[src/rtl/l2_line_burst_adapter.sv]
// Purpose: splits 256-bit L2 line reads/writes into 4-beat 64-bit memory bursts and reassembles read lines.
// Latency: request to resp pulse is 5 cycles minimum; each memory stall cycle (resp_i low) adds one.
// Backpressure: each beat waits for the memory resp_i strobe; the cache holds read_i/write_i until resp_o.
//
// Ports: clk/rst (sync, active-high); cache side line_i/line_o, address_i, read_i/write_i, resp_o, err_o;
//        memory side burst_i/burst_o, address_o, read_o/write_o, resp_i.
// Optional macro L2_ADAPTER_TIMEOUT_EN adds a watchdog that aborts a burst after TIMEOUT_CYCLES
// consecutive beat-less cycles (resp_o and err_o pulse together); otherwise err_o is tied low.

module l2_line_burst_adapter #(
    parameter int TIMEOUT_CYCLES = 1023
) (
    input  logic         clk,
    input  logic         rst,
    input  logic [255:0] line_i,
    output logic [255:0] line_o,
    input  logic [31:0]  address_i,
    input  logic         read_i,
    input  logic         write_i,
    output logic         resp_o,
    output logic         err_o,
    input  logic [63:0]  burst_i,
    output logic [63:0]  burst_o,
    output logic [31:0]  address_o,
    output logic         read_o,
    output logic         write_o,
    input  logic         resp_i
);

    typedef enum logic [1:0] {S_IDLE, S_READ, S_WRITE, S_DONE} state_t;

    state_t       state;
    logic [1:0]   beat;
    logic [255:0] wbuf;
    logic [255:0] rbuf;
    logic         timeout;

    // Line addresses are 32-byte aligned, so the offset bits are never forwarded.
    logic unused_addr_bits;
    assign unused_addr_bits = ^address_i[4:0];

`ifdef L2_ADAPTER_TIMEOUT_EN
    localparam int TW = $clog2(TIMEOUT_CYCLES + 1);

    logic [TW-1:0] idle_cnt;
    logic          busy;

    assign busy    = (state == S_READ) || (state == S_WRITE);
    assign timeout = busy && (idle_cnt == TW'(TIMEOUT_CYCLES));

    // Counts consecutive cycles without a beat; any beat or leaving the burst clears it.
    always_ff @(posedge clk) begin
        if (rst) begin
            idle_cnt <= '0;
            err_o    <= 1'b0;
        end else begin
            err_o <= timeout;
            if (busy && !resp_i && !timeout) begin
                idle_cnt <= idle_cnt + TW'(1);
            end else begin
                idle_cnt <= '0;
            end
        end
    end
`else
    logic unused_timeout_cfg;
    assign unused_timeout_cfg = |TIMEOUT_CYCLES;
    assign timeout = 1'b0;
    assign err_o   = 1'b0;
`endif

    always_ff @(posedge clk) begin
        if (rst) begin
            state     <= S_IDLE;
            beat      <= 2'd0;
            wbuf      <= '0;
            rbuf      <= '0;
            line_o    <= '0;
            burst_o   <= '0;
            address_o <= '0;
            read_o    <= 1'b0;
            write_o   <= 1'b0;
            resp_o    <= 1'b0;
        end else begin
            resp_o <= 1'b0;
            case (state)
                S_IDLE: begin
                    // Read has priority; a simultaneous write is simply not accepted.
                    if (read_i) begin
                        address_o <= {address_i[31:5], 5'b0};
                        beat      <= 2'd0;
                        read_o    <= 1'b1;
                        state     <= S_READ;
                    end else if (write_i) begin
                        address_o <= {address_i[31:5], 5'b0};
                        beat      <= 2'd0;
                        wbuf      <= line_i;
                        burst_o   <= line_i[63:0];
                        write_o   <= 1'b1;
                        state     <= S_WRITE;
                    end
                end
                S_READ: begin
                    if (timeout) begin
                        read_o <= 1'b0;
                        resp_o <= 1'b1;
                        state  <= S_DONE;
                    end else if (resp_i) begin
                        rbuf[{beat, 6'b0} +: 64] <= burst_i;
                        if (beat == 2'd3) begin
                            // Publish the full line together with the final beat so it is
                            // visible in the DONE cycle.
                            line_o <= {burst_i, rbuf[191:0]};
                            read_o <= 1'b0;
                            resp_o <= 1'b1;
                            state  <= S_DONE;
                        end else begin
                            beat <= beat + 2'd1;
                        end
                    end
                end
                S_WRITE: begin
                    if (timeout) begin
                        write_o <= 1'b0;
                        burst_o <= '0;
                        resp_o  <= 1'b1;
                        state   <= S_DONE;
                    end else if (resp_i) begin
                        if (beat == 2'd3) begin
                            write_o <= 1'b0;
                            burst_o <= '0;
                            resp_o  <= 1'b1;
                            state   <= S_DONE;
                        end else begin
                            beat    <= beat + 2'd1;
                            burst_o <= wbuf[{beat + 2'd1, 6'b0} +: 64];
                        end
                    end
                end
                S_DONE: begin
                    state <= S_IDLE;
                end
                default: begin
                    state <= S_IDLE;
                end
            endcase
        end
    end

endmodule

[config.mk]
export PLATFORM = sky130hd
export DESIGN_NAME = l2_line_burst_adapter
export DESIGN_NICKNAME = d
export VERILOG_FILES = /design/src/rtl/l2_line_burst_adapter.sv
export SDC_FILE = /design/constraint.sdc
export NUM_CORES = 2
export LEC_CHECK = 0
export CORE_AREA = 2 2 291 264
export DETAILED_ROUTE_END_ITERATION = 7
export DIE_AREA = 0 0 293 266
export PLACE_DENSITY = 0.67
export SLEW_MARGIN = 0
export SYNTH_ARGS = -nofsm -noshare
export SYNTH_HDL_FRONTEND = slang
export SYNTH_SLANG_ARGS = --single-unit
[constraint.sdc]
create_clock -name clk -period 2.4 [get_ports clk]
set_clock_uncertainty 0.05 [all_clocks]
set_input_delay 0.48 -clock clk [delete_from_list [all_inputs] [get_ports clk]]
set_output_delay 0.48 -clock clk [all_outputs]
set_load 0.02 [all_outputs]
Yosys cells after proc, flatten, opt, wreduce, memory -nomap -nowiden
Index checks and enable logic that the tools add are counted.

word-level totals
  input port bits = 357
  logic and storage cells = 75
  register bits = 871
  output and inout bits = 356

operators by class
  bitwise operators = 3
  reduce and logical (&&, ||, !) cells = 16
  shift-type cells = 3
  add/sub/neg operators = 2
  mux-type cells = 26
  eq/ne operators = 15

operators with widths
  kind                                                      number
  bitwise mux 256 bit                                       1
  2-to-1 mux 64 bit                                         4
  variable shift 64 x 10 -> 256 bit (first input constant)  1
  variable part select 256 x 9 -> 64 bit                    1
  variable part select 64 x 10 -> 256 bit                   1
  case mux 64 bit (2 select lines)                          1
  2-to-1 mux 32 bit                                         2
  2-to-1 mux 2 bit                                          8
  inequality test 2 bit (second input constant)             8
  AND reduction 4 bit                                       3
  negator 8 -> 10 bit                                       1
  AND reduction 3 bit                                       3
  nonzero test 2 bit                                        4
  == test 2 bit (second input constant)                     3
  2-to-1 mux 1 bit                                          6
  case mux 2 bit (3 select lines)                           1
  AND reduction 5 bit                                       1
  inequality test 2 x 1 -> 1 bit (second input constant)    2
  case mux 1 bit (2 select lines)                           2
  case mux 2 bit (2 select lines)                           1
  AND reduction 2 bit                                       2
  inequality test 3 bit (second input constant)             1
  NOT 1 bit                                                 3
  OR reduction 3 bit                                        1
  other kinds (4)                                           4

Depth between registers and ports, before layout
  depth in word-level cells = 5
  depth in mapped cells = 9

Least setup slack after synthesis
Ideal clock, no wire load.

  kind = register to register
  start point = register beat[0]
  end point = register burst_o[58]
  required time = 2.216 ns
  setup time = 0.134 ns
  setup slack = 0.259 ns
  path buffers = 3
  stages on the path, launching flop included = 9
  arrival = 1.957 ns
  cells stage by stage = dfxtp_1 > inv_1 > ha_1 > buf_6 > buf_6 > buf_6 > mux2_4 > a222oi_1 > a211oi_1

on the way
  longest elaborated chain between the ends = 5
  elaborated cells between the ends (all ways) = 6
  classes of those cells = add/sub (1); eq/ne (1); shift (1); mux (3)

ends and longest elaborated chain
  what                                    RTL line  RTL
  start, declared                         33        logic [1:0] beat;
  start signal, assigned                  118       beat <= beat + 2'd1;
  start signal, assigned                  135       beat <= beat + 2'd1;
  adder 2 x 1 -> 2 bit                    136       burst_o <= wbuf[{beat + 2'd1, 6'b0} +: 64];
  variable part select 256 x 9 -> 64 bit  136
  2-to-1 mux 64 bit *                     129       if (beat == 2'd3) begin
  2-to-1 mux 64 bit *                     128       end else if (resp_i) begin
  case mux 64 bit (2 select lines) *      86        case (state)
  end signal, assigned                    98        burst_o <= line_i[63:0];
  end signal, assigned                    136
  end, declared                           23        output logic [63:0] burst_o,

Every way passes the cells marked *; elsewhere a longest branch is shown, timed or not. The select of a mux whose other input is x is not followed.
A chain may end at the register's enable or synchronous reset.

Final worst setup path
  start point = register burst_o[15]
  end point = output burst_o[15]

No word-level cell between the ends.

==> results.json <==
{
  "status": "complete, no violations",
  "dp_hpwl_um": 70500,
  "critPathMaxStageDelay_ns": 0.68,
  "max_freq_ghz": 0.430,
  "ys_ff_latch": 802,
  "crit_cells": 1,
  "globalRoute.busiestLayer": "met2",
  "drt_pass1_iterations": 8,
  "h-tree-depth": 3,
  "netlist_instances": 3662,
  "p_int_uw": 27700,
  "crit-reg2reg-launch": "beat[0]",
  "totalWireLength_um": 106000,
  "hold_depth": 2,
  "max-vdd-ir-drop_uv": 963,
  "finalSetupTns_ns": 0,
  "multiInputGateArea_um2": 12900,
  "dieHeight_um": 266,
  "crit_start": "burst_o[15]",
  "critical_path.top_delay_family": "buffers and inverters",
  "fp.dieW_um": 293,
  "switching_share_pct": 32.2,
  "via_per_inst": 5.36,
  "cts-root-buf": "clkbuf_16",
  "finalPower_uw": 40800,
  "cp-start-kind": "flop",
  "clock-sinks": 802,
  "wl_per_cell_um": 19.9,
  "power_density_nw_per_um2": 968,
  "fp-row-count": 96,
  "antenna_found_initial": 7,
  "fin_crit_ns": 2.32,
  "worst_setup_hold_path_clk_slew_ns": 0.06,
  "grt_pass1_vias": 26700,
  "synth_ff_type": "dfxtp_1",
  "drv_cap": 0,
  "groute.layer.met1.usage_pct": 32.6,
  "synth_area_per_cell_um2": 8.31,
  "drt_iter0_markers": 2441,
  "finalSetupViolations": 0,
  "worstHoldStart": "rst",
  "n_fill_cell": 6919,
  "yosys_warnings": 0,
  "drc": 0,
  "worst-r2r-cell-count": 7,
  "clock_path_buffers": 3,
  "place.gp.congestion": 0.846,
  "syn_area_um2": 30400,
  "max_slew_margin_pct": 59.3,
  "pwr-share-seq_pct": 37.4,
  "synth.distinct_cells": 42,
  "nets": 4619,
  "die_area_um2": 77900,
  "cts_buffers": 84,
  "yosysSeqAreaShare_pct": 52.7,
  "postRouteAntennaNets": 0,
  "crit_path_end_kind": "primary output",
  "required_ns": 1.87,
  "synthToLayoutAreaGrowth_pct": 38.3,
  "rsz0062_at_grt": "false",
  "dp_cells": 5143,
  "clk_latency_ns": 0.63,
  "p_sw_uw": 13100,
  "io_buffers": 701,
  "hold_violations": 0,
  "critical_path_class": "flop to primary output",
  "hold_class": "primary input to flop",
  "grt_max_degree": 126,
  "mostFrequentLayoutCells": "nand2_1 (1,209), dfxtp_1 (802), clkdlybuf4s50_1 (697)",
  "cp_num_buf_inv": 1,
  "arrival_ns": 1.79,
  "layout.cells.non_filler": 5305,
  "start_util_pct": 40.4,
  "num_vias": 28400,
  "core_area_um2": 75300,
  "cp_slowest_cell": "clkdlybuf4s50_1",
  "cts_tree": "done",
  "synth_edf_count": 0,
  "final_common_cell": "nand2_1",
  "grt_pass1_wl_um": 158000,
  "grt-ovfl-total": 0,
  "worstMarginPinSlew_ns": 0.610,
  "hold_buffers": 0,
  "p_leak_uw": 0.0145,
  "cp_max_fo": 2,
  "grt_usage_pct": 25.9,
  "post-route-period-util_pct": 96.9,
  "ys_async_sr_fraction_pct": 0,
  "drive_gt1_share_pct": 9.98,
  "seqCellArea_um2": 16100,
  "drv_slew": 0,
  "p_clk_share_pct": 34.6,
  "use_met2_pct": 42.7,
  "ioPinCount": 713,
  "crit_chain": "clkdlybuf4s50_1",
  "gr-usage-met3_pct": 6.37,
  "comb_power_share_pct": 28.0
}
metrics by stage:
| step | utilization [%] | worst slack [ns] | cell area [µm²] | hold slack, ns |
|---|---|---|---|---|
| after CTS | 55.8 | 0.0203 | 42100 | 0.135 |
| after detailed placement | 51.8 | 0.0940 | 39000 | 0.392 |
| final | 55.9 | 0.0754 | 42100 | 0.178 |
| after global routing | 55.9 | 0.00545 | 42100 | 0.150 |
| after floorplan | - | 0.259 | 30500 | 0.382 |
| after global placement | 51.8 | 0.172 | 39000 | 0.386 |
metal layers:
metal  vias to the layer above  share of wire (%)  routed length [µm]
li1                      13700                  -                   -
met1                     13400                 40               42800
met2                      1161                 47               50000
met3                       183                8.9                9400
met4                         2                3.3                3500
met5                         -              0.012                  13
final timing paths:
path,to,slack [ns]
max,burst_o[15],0.08
min reg2reg,line_o[61],0.39
max reg2reg,burst_o[1],0.18
min,wbuf[185],0.18
flip-flops by register name (all words and copies together) (netlist names):
register,cells
read_o,1
line_o,256
rbuf,192
beat,2
state,2
address_o,27
wbuf,256
write_o,1
burst_o,64
resp_o,1
power groups by stage:
stage               clock (µW)  combinational, µW  sequential, µW
detailed placement           0              11300           15500
CTS                      14300              11300           15200
global route             14900              12200           15300
floorplan                    0               6020           16000
global placement             0              11100           15500
finish                   14100              11400           15200
logic make-up (layout without fill, tap and decap cells):
| group | count (synthesis) | count (layout) | share of synthesized area [%] |
|---|---|---|---|
| AOI/OAI and AO/OA | 936 | 936 | 18.1 |
| adders and majority gates | 11 | 11 | 0.452 |
| buffers and inverters | 349 | 1001 | 5.27 |
| DFF | 802 | 802 | 52.7 |
| muxes | 132 | 132 | 4.94 |
| other | 1 | 12 | 0.0123 |
| and+or+nand+nor | 1431 | 1431 | 18.5 |
cell type report:
type,count,share of cell area [%]
diodes,6,0.0356
well taps,980,2.91
clock buffers,118,5.87
repair buffers,838,21.0
clock inverters,36,1.32
multi-input cells,2516,30.6
inverters,9,0.0802
flip-flops and latches,802,38.1
cell usage after synthesis, types with 2 or more instances:
cell type	count	area, µm²
buf_4	16	120
a21oi_1	668	3340
mux2i_1	2	20.0
a31oi_1	64	400
buf_2	132	661
and3_1	5	31.3
nand2_1	1210	4540
mux2_4	5	75.1
a222oi_1	64	641
nand3_1	134	671
buf_6	9	101
a32oi_1	64	561
dfxtp_1	802	16100
inv_1	8	30.0
and3b_1	3	26.3
nor3b_1	3	22.5
a211oi_1	65	488
nand2b_1	3	18.8
mux2_2	125	1410
nor2_1	66	248
a211o_1	2	17.5
ha_1	11	138
clkbuf_1	160	601
o21ai_0	2	10.0
buf_1	22	82.6
what timing repair did:
action | CTS | global route
gates resized for setup | 3 | 2
pin swaps | 0 | 2
endpoints found under the setup margin | 3 | 2
gates cloned | 0 | 1
setup buffers | 0 | 1
(Power assumes the default switching activity.)
